===== src/rtl/branch_resolve_unit_pkg.sv =====
// Shared opcode/funct3 constants and FSM state type for the branch resolve unit.
package branch_resolve_unit_pkg;

   localparam logic [6:0] OP_JAL    = 7'b1101111;
   localparam logic [6:0] OP_JALR   = 7'b1100111;
   localparam logic [6:0] OP_BRANCH = 7'b1100011;

   localparam logic [2:0] F3_BEQ  = 3'b000;
   localparam logic [2:0] F3_BNE  = 3'b001;
   localparam logic [2:0] F3_BLT  = 3'b100;
   localparam logic [2:0] F3_BGE  = 3'b101;
   localparam logic [2:0] F3_BLTU = 3'b110;
   localparam logic [2:0] F3_BGEU = 3'b111;

   typedef enum logic [1:0] {
      IDLE,
      WAIT_EX,
      REDIRECT,
      DRAIN
   } bru_state_t;

   // True for opcodes that change control flow (LUI/AUIPC excluded)
   function automatic logic is_control(input logic [6:0] op);
      return (op == OP_JAL) || (op == OP_JALR) || (op == OP_BRANCH);
   endfunction

endpackage


===== src/rtl/branch_resolve_unit_compare.sv =====
// Branch condition evaluation: the single home of signed/unsigned compare rules.
module branch_compare
   import branch_resolve_unit_pkg::*;
#(
   parameter int unsigned XLEN = 32
) (
   input  logic [2:0]      funct3,
   input  logic [XLEN-1:0] rs1,
   input  logic [XLEN-1:0] rs2,
   output logic            cond_true
);

   // Select the comparison named by funct3; reserved encodings never take
   always_comb begin
      cond_true = 1'b0;
      case (funct3)
         F3_BEQ:  cond_true = (rs1 == rs2);
         F3_BNE:  cond_true = (rs1 != rs2);
         F3_BLT:  cond_true = ($signed(rs1) <  $signed(rs2));
         F3_BGE:  cond_true = ($signed(rs1) >= $signed(rs2));
         F3_BLTU: cond_true = (rs1 <  rs2);
         F3_BGEU: cond_true = (rs1 >= rs2);
         default: cond_true = 1'b0;
      endcase
   end

endmodule


===== src/rtl/branch_resolve_unit.sv =====
// Execute-stage branch/jump resolution: stalls fetch on a decoded control
// instruction, resolves it in execute, redirects/flushes when taken, drains.
module branch_resolve_unit
   import branch_resolve_unit_pkg::*;
#(
   parameter int unsigned XLEN           = 32,
   parameter int unsigned DRAIN_CYCLES   = 2,
   parameter int unsigned TIMEOUT_CYCLES = 8
) (
   input  logic            clk,
   input  logic            res,
   input  logic            id_valid,
   input  logic [6:0]      id_opcode,
   input  logic            ex_valid,
   input  logic [6:0]      ex_opcode,
   input  logic [2:0]      ex_funct3,
   input  logic [XLEN-1:0] ex_pc,
   input  logic [XLEN-1:0] ex_imm,
   input  logic [XLEN-1:0] ex_rs1,
   input  logic [XLEN-1:0] ex_rs2,
   output logic            stall,
   output logic            flush,
   output logic            redirect_valid,
   output logic [XLEN-1:0] redirect_pc,
   output logic            taken,
   output logic            timeout_err
);

   localparam logic [7:0] TMO_LAST = 8'(TIMEOUT_CYCLES - 1);
   localparam logic [3:0] DRN_LAST = 4'(DRAIN_CYCLES - 1);

   bru_state_t      state_q, state_d;
   logic [7:0]      tmo_q, tmo_d;
   logic [3:0]      drn_q, drn_d;

   logic            stall_d, flush_d, rv_d, taken_d, terr_d;
   logic [XLEN-1:0] rpc_d;

   logic            cond_true;
   logic            ex_fire;
   logic            id_fire;
   logic            res_taken;
   logic [XLEN-1:0] target;

   branch_compare #(.XLEN(XLEN)) u_cmp (
      .funct3    (ex_funct3),
      .rs1       (ex_rs1),
      .rs2       (ex_rs2),
      .cond_true (cond_true)
   );

   assign id_fire = id_valid && is_control(id_opcode);
   assign ex_fire = ex_valid && is_control(ex_opcode);

   // Resolve outcome and target from the execute slot
   always_comb begin
      res_taken = 1'b0;
      target    = ex_pc + ex_imm;
      if (ex_opcode == OP_JAL) begin
         res_taken = 1'b1;
      end else if (ex_opcode == OP_JALR) begin
         res_taken = 1'b1;
         target    = (ex_rs1 + ex_imm) & ~XLEN'(1);
      end else if (ex_opcode == OP_BRANCH) begin
         res_taken = cond_true;
      end
   end

   // State, counters and all outputs registered; reset aborts with no redirect
   always_ff @(posedge clk or posedge res) begin
      if (res) begin
         state_q        <= IDLE;
         tmo_q          <= '0;
         drn_q          <= '0;
         stall          <= 1'b0;
         flush          <= 1'b0;
         redirect_valid <= 1'b0;
         redirect_pc    <= '0;
         taken          <= 1'b0;
         timeout_err    <= 1'b0;
      end else begin
         state_q        <= state_d;
         tmo_q          <= tmo_d;
         drn_q          <= drn_d;
         stall          <= stall_d;
         flush          <= flush_d;
         redirect_valid <= rv_d;
         redirect_pc    <= rpc_d;
         taken          <= taken_d;
         timeout_err    <= terr_d;
      end
   end

   // Next-state selection
   always_comb begin
      state_d = state_q;
      case (state_q)
         IDLE:     if (id_fire) state_d = WAIT_EX;
         WAIT_EX: begin
            if (ex_fire)               state_d = REDIRECT;
            else if (tmo_q == TMO_LAST) state_d = IDLE;
         end
         REDIRECT: state_d = DRAIN;
         DRAIN:    if (drn_q == DRN_LAST) state_d = IDLE;
         default:  state_d = IDLE;
      endcase
   end

   // Next values for registered outputs and counters
   always_comb begin
      stall_d = (state_d != IDLE);
      flush_d = 1'b0;
      rv_d    = 1'b0;
      rpc_d   = redirect_pc;
      taken_d = taken;
      terr_d  = 1'b0;
      tmo_d   = tmo_q;
      drn_d   = drn_q;
      case (state_q)
         IDLE: begin
            tmo_d = '0;
            drn_d = '0;
         end
         WAIT_EX: begin
            if (ex_fire) begin
               taken_d = res_taken;
               rv_d    = res_taken;
               flush_d = res_taken;
               if (res_taken) rpc_d = target;
            end else if (tmo_q == TMO_LAST) begin
               terr_d = 1'b1;
               tmo_d  = '0;
            end else begin
               tmo_d = tmo_q + 8'd1;
            end
         end
         REDIRECT: drn_d = '0;
         DRAIN:    drn_d = drn_q + 4'd1;
         default:  ;
      endcase
   end

endmodule


===== config.mk =====
export PLATFORM = sky130hd
export DESIGN_NAME = branch_resolve_unit
export DESIGN_NICKNAME = d
export VERILOG_FILES = /design/src/rtl/branch_resolve_unit_pkg.sv /design/src/rtl/branch_resolve_unit_compare.sv /design/src/rtl/branch_resolve_unit.sv
export SDC_FILE = /design/constraint.sdc
export NUM_CORES = 1
export LEC_CHECK = 0
export CAP_MARGIN = 0
export CORE_MARGIN = 4
export CORE_UTILIZATION = 45
export CTS_CLUSTER_DIAMETER = 200
export CTS_CLUSTER_SIZE = 25
export DETAILED_ROUTE_END_ITERATION = 8
export GPL_TIMING_DRIVEN = 1
export PLACE_DENSITY = 0.79
export SKIP_CTS_REPAIR_TIMING = 1
export SLEW_MARGIN = 10
export SYNTH_ARGS = -nofsm -noshare
export SYNTH_HDL_FRONTEND = slang
export SYNTH_SLANG_ARGS = --single-unit

===== constraint.sdc =====
create_clock -name clk -period 2 [get_ports clk]
set_input_delay 0.4 -clock clk [delete_from_list [all_inputs] [get_ports clk]]
set_output_delay 0.4 -clock clk [all_outputs]
set_load 0.02 [all_outputs]

Word-level counts from Yosys, hierarchy flattened
Cells that the tools add are included.
W data, S select, Z words.
{"block": "totals", "reg_bits": 50, "latch_bits": 0, "mem_bits_rw": 0, "romBits": 0, "inputBits": 149, "wordCells": 70, "memories": 0}
{"block": "classes", "n_addsub": 4, "mul": 0, "n_div": 0, "n_lt_le_gt_ge": 4, "n_eq_ne": 19, "shifts": 0, "muxes": 20, "bitwise": 0, "n_reduce_logical": 15}
{"cell": "$add A32 B32 Y32", "count": 2}
{"cell": "$ge A32 B32 Y1", "count": 2}
{"cell": "$lt A32 B32 Y1", "count": 2}
{"cell": "$mux W32", "count": 2}
{"cell": "$eq A7 B7 Y1 const B", "count": 6}
{"cell": "$eq A32 B32 Y1", "count": 1}
{"cell": "$ne A32 B32 Y1", "count": 1}
{"cell": "$mux W8", "count": 2}
{"cell": "$pmux W8 S2", "count": 1}
{"cell": "$eq A3 B3 Y1 const B", "count": 4}
{"cell": "$add A8 B1 Y8 const B", "count": 1}
{"cell": "$eq A8 B3 Y1 const B", "count": 1}
{"cell": "$mux W1", "count": 8}
{"cell": "$mux W2", "count": 4}
{"cell": "$pmux W2 S4", "count": 1}
{"cell": "$pmux W4 S2", "count": 1}
{"cell": "$pmux W1 S6", "count": 1}
{"cell": "$reduce_bool A2 Y1", "count": 3}
{"cell": "$add A4 B1 Y4 const B", "count": 1}
{"cell": "$eq A2 B2 Y1 const B", "count": 2}
{"cell": "$eq A4 B1 Y1 const B", "count": 1}
{"cell": "$logic_or A1 B1 Y1", "count": 4}
{"cell": "$reduce_and A2 Y1", "count": 2}
{"cell": "$eq A3 B1 Y1 const B", "count": 1}
{"cell": "7 further kinds", "count": 8}

Longest topological paths before layout
{"block": "depth", "word_depth": 7, "ltp_mapped": 13, "depth_no_buf": 12}

By module
From an unflattened synthesis, not the netlist that was laid out.
{"block": "unflattened", "hier_cells": 871, "hier_area_um2": 6592.6}
{"module": "branch_resolve_unit", "instances": 1, "cells_per_inst": 743, "area_per_inst_um2": 5669.2, "seq_area_each_um2": 1251.2}
{"module": "branch_compare", "instances": 1, "cells_per_inst": 128, "area_per_inst_um2": 923.4, "seq_area_each_um2": 0.0}

Worst setup path after synthesis
OpenSTA, ideal clock, no wires.
{"block": "synth_timing", "kind": "input port to flip-flop", "from": "input port ex_pc[0]", "to": "register redirect_pc[20]", "setup_ns": 0.074, "t_arrival_ns": 2.552, "slack_ns": -0.626, "cell_stages": 12, "n_path_buf": 0, "cell_sequence": "ha_1 inv_1 fa_1 nand2b_1 a21oi_2 o221a_2 a21oi_4 o21bai_1 a21oi_1 or3_1 a31o_1 o21ai_2"}
{"block": "synth_between", "elab_chain_cells": 3}
{"item": "start, declared", "line_no": "branch_resolve_unit.sv:17", "text": "input logic [XLEN-1:0] ex_pc,"}
{"item": "$add A32 B32 Y32 (*)", "line_no": "branch_resolve_unit.sv:58", "text": "target = ex_pc + ex_imm;"}
{"item": "$mux W32", "line_no": "branch_resolve_unit.sv:61", "text": "end else if (ex_opcode == OP_JALR) begin"}
{"item": "$mux W32 (*)", "line_no": "branch_resolve_unit.sv:59", "text": "if (ex_opcode == OP_JAL) begin"}
{"item": "end signal, assigned", "line_no": "branch_resolve_unit.sv:88", "text": "redirect_pc <= rpc_d;"}
{"item": "end, declared", "line_no": "branch_resolve_unit.sv:24", "text": "output logic [XLEN-1:0] redirect_pc,"}
Every way passes the cells marked *; elsewhere a longest branch is shown, timed or not.
A chain may end at the register's enable or synchronous reset.

Worst setup path in the final report
{"block": "layout_timing", "from": "input port ex_rs2[7]", "to": "register redirect_pc[12]"}
{"block": "layout_between", "elab_chain_cells": 6, "elab_cells_between_ends": 11, "classes_between": "order compare: 4; eq/ne: 2; mux: 4; reduce/logical: 1"}
{"item": "start, declared", "line_no": "branch_resolve_unit.sv:20", "text": "input logic [XLEN-1:0] ex_rs2,"}
{"item": "$ge A32 B32 Y1, or another cell as far along", "line_no": "branch_resolve_unit_compare.sv:22", "text": "F3_BGEU: cond_true = (rs1 >= rs2);"}
{"item": "$pmux W1 S6 (*)", "line_no": "branch_resolve_unit_compare.sv:16", "text": "case (funct3)"}
{"item": "$mux W1 (*)", "line_no": "branch_resolve_unit.sv:64", "text": "end else if (ex_opcode == OP_BRANCH) begin"}
{"item": "$mux W1 (*)", "line_no": "branch_resolve_unit.sv:61"}
{"item": "$mux W1 (*)", "line_no": "branch_resolve_unit.sv:59"}
{"item": "$reduce_and A3 Y1 (no line) (*)"}
Marked as above.

==> metrics <==
status=complete, but fails checks; failing checks=setup timing; Routed WL=32.2 mm; Yosys reg bits=50; Crit. End Element=flop; sequential area share after synthesis=19.2%; DP Area=10700 um2; final worst setup slack=-797 ps; cts bufs inserted=5; Root Buffer Master=clkbuf_16; Setup violations, final=34; GR Util All Layers=27.5%; count of final hold-check violations=0; Final GP Congestion=0.911; total core area=14000 um2; Residual DRC=0; DP HPWL=20.3 mm; PortBufs=185; total congestion overflow=0; maximum fanout along the worst path=7; syn avg cell area=7.87 um2; largest cells by area after synthesis=dfrtp_1 (19%), ha_1 (18%), a21oi_1 (6.6%), nand2_1 (5.1%), o21ai_0 (4.8%); CP peak stage delay=350 ps; async set-reset flop share out of synthesis=100%; Worst Path Required=2170 ps; Sw Ratio=39.4%; I/O pin cnt=186; Worst path slowest cell=nor4_2; 1st-pass router iterations=7; min Tclk post-route=2800 ps; setup_tns=-25240 ps; Reg power frac=21.3%; first-pass GRT wire length=37.1 mm; Synth top area share=19.2%; DR WL/cell=22.4 um; R2R Path End=stall; WS Path Type=in -> reg; Die X=128 um; CTS max path bufs=2; layout cells sized above 1=41.6%; clock share of power=18.5%; Synth cell types=80; RSZ-0062 raised after global routing=true; peak supply drop=0.413 mV; Relative slew margins=66.5%; Critical Path AT=2970 ps; RR Startpoint=tmo_q[1]; max-cap viol count=0; FMAX=358 MHz; vias per cell=6.30; vias in the first global route=8074; Worst Hold Class=in -> async; Initial Util=46.4%; Combinational Power Share=60.3%; DRT iter0 DRCs=908; Worst Tran Pin Value=489 ps; crit share post-route=140%; Rows=43; count of pins over their slew limit=0; Design Area, Final=12200 um2; cell taking the most area after synthesis=dfrtp_1; Worst-path clk slew=70 ps; switching power=2.39 mW; Via Count=9079; critical-path cell list=dlymetal6s2s_1 -> inv_2 -> ha_4 -> nand4_1 -> nor4_2 -> buf_4 -> a21oi_1 -> a31oi_1 -> o221ai_1 -> a21oi_2 -> nand4_4 -> buf_12 -> buf_6 -> nand2_1 -> o21ai_1; die area=16500 um2; Top FF cell, synth=dfrtp_1; CTS tree=done; initial antenna violation count=0; Final nets=1506; Yosys warning total=0; EDFF count, synth=0; post-synth net total=1075; pwr dens=498 nW/um2; cells after synthesis=828; Area Growth Syn to Fin=87.2%; clk sinks=50; hold_ws=415 ps; H-tree depth=2; clk_lat worst skew=300 ps; Internal=3.68 mW; mapped cell area=6520 um2; path depth of the worst reg2reg path=6; FF-to-FF setup slack=150 ps; crit path launch type=input pin; die span in y=128 um; Leakage=6.00 nW; Clock Skew=7.43 ps; largest net degree at the start of global routing=36; Post-DRT Antenna Nets=0
how the worst max path moves through the flow:
stage	start	end	slack, ps
global placement	ex_imm[15]	redirect_pc[28]	-1240
detailed placement	ex_rs2[25]	redirect_pc[1]	-1340
CTS	ex_rs2[25]	redirect_pc[1]	-1100
floorplan	ex_pc[0]	redirect_pc[20]	-460
global route	ex_rs1[4]	redirect_pc[7]	-930
finish	ex_rs2[7]	redirect_pc[12]	-800
critical path, delay by kind of cell:
kind | cells | cell delay, ps
AOI/OAI and AO/OA | 5 | 740
adders and majority gates | 1 | 270
buffers and inverters | 5 | 690
and+or+nand+nor | 4 | 850
sequential cells by signal, indices dropped and copies added, names as in the netlist:
name,count
redirect_pc,32
stall,1
tmo_q,8
drn_q,4
taken,1
timeout_err,1
redirect_valid,1
state_q,2
cells by family after synthesis:
group | Yosys count | synth area share, %
AO/OA/AOI/OAI | 283 | 28.4
buffers and inverters | 76 | 4.89
flip-flops | 50 | 19.2
XOR/XNOR | 53 | 7.12
adder cells (fa/ha/maj) | 98 | 19.0
multiplexers | 7 | 1.21
AND/OR/NAND/NOR | 261 | 20.1
cells in the mapped netlist (3+ instances only):
library cell and n:
o31ai_1 6, xor2_1 23, a21o_1 19, clkbuf_1 10, a22o_1 3, o21ai_2 3
nor3b_1 4, and3_1 8, a21boi_0 4, a211oi_1 9, nor2_1 50, o21ai_0 62
nand4_1 12, xnor2_1 30, dfrtp_1 50, o31a_1 4, and2_1 7, or3_1 9
nor2b_1 7, a21oi_1 86, nand3_1 25, mux2i_1 3, nand2b_1 12, o211ai_1 11
mux2_2 3, o21ai_1 9, o211a_1 4, o21bai_1 7, inv_1 60, nand2_1 89
ha_1 96, nor3_1 16, buf_6 4, nand4b_1 3, a31oi_1 15, o21a_1 6
per-stage QoR:
stage	instances	total power, mW	setup WS, ps	utilization [%]
after floorplan	828	2.86	-465	-
after global placement	1413	4.24	-1240	75.9
after detailed placement	1413	4.34	-1340	75.9
after CTS	1421	5.46	-1100	77.3
after global routing	1440	6.33	-932	86.9
final	1441	6.08	-797	86.9
area by class of cell:
cell class	instances	area [um2]
diodes	1	2.50
inverters	60	258
clock inverters	3	68.8
well taps	180	225
clock buffers	5	125
multi-input cells	702	6300
flip-flops and latches	50	1250
fillers	645	1840
repair buffers	440	3970
metal layers:
| metal | vias to the layer above | GRT usage (%) | wire (um) |
|---|---|---|---|
| li1 | 3915 | - | - |
| met1 | 4208 | 32.7 | 11100 |
| met2 | 701 | 49.7 | 15900 |
| met3 | 255 | 3.86 | 2800 |
| met4 | 0 | 10.8 | 2440 |
| met5 | - | 0 | 0 |
layout by cell type (no fill, tap or decap), types with 13 or more instances in the layout:
cell type        count
nand2_1             73
o21ai_1             35
xor2_1              23
nand3_1             18
buf_4              235
o21ai_2             13
ha_4                56
nor3_1              13
clkdlybuf4s50_1     76
o21ai_0             24
inv_1               27
xnor2_1             30
buf_6               20
inv_2               28
a21o_1              19
clkbuf_2            25
nand2_2             13
a21oi_1             61
a21oi_2             21
a31oi_1             13
ha_1                33
dfrtp_1             50
dlymetal6s2s_1      72
nor2_1              47
power by group through the flow:
stage / clock, mW / combinational, mW / sequential (mW)
2_1_floorplan: 0 / 1.51 / 1.35
3_3_place_gp: 0 / 2.97 / 1.28
3_5_place_dp: 0 / 3.06 / 1.28
4_1_cts: 1.10 / 3.09 / 1.27
5_1_grt: 1.16 / 3.88 / 1.30
6_report: 1.12 / 3.66 / 1.29
Note: power is estimated with default switching activity, not from simulation.
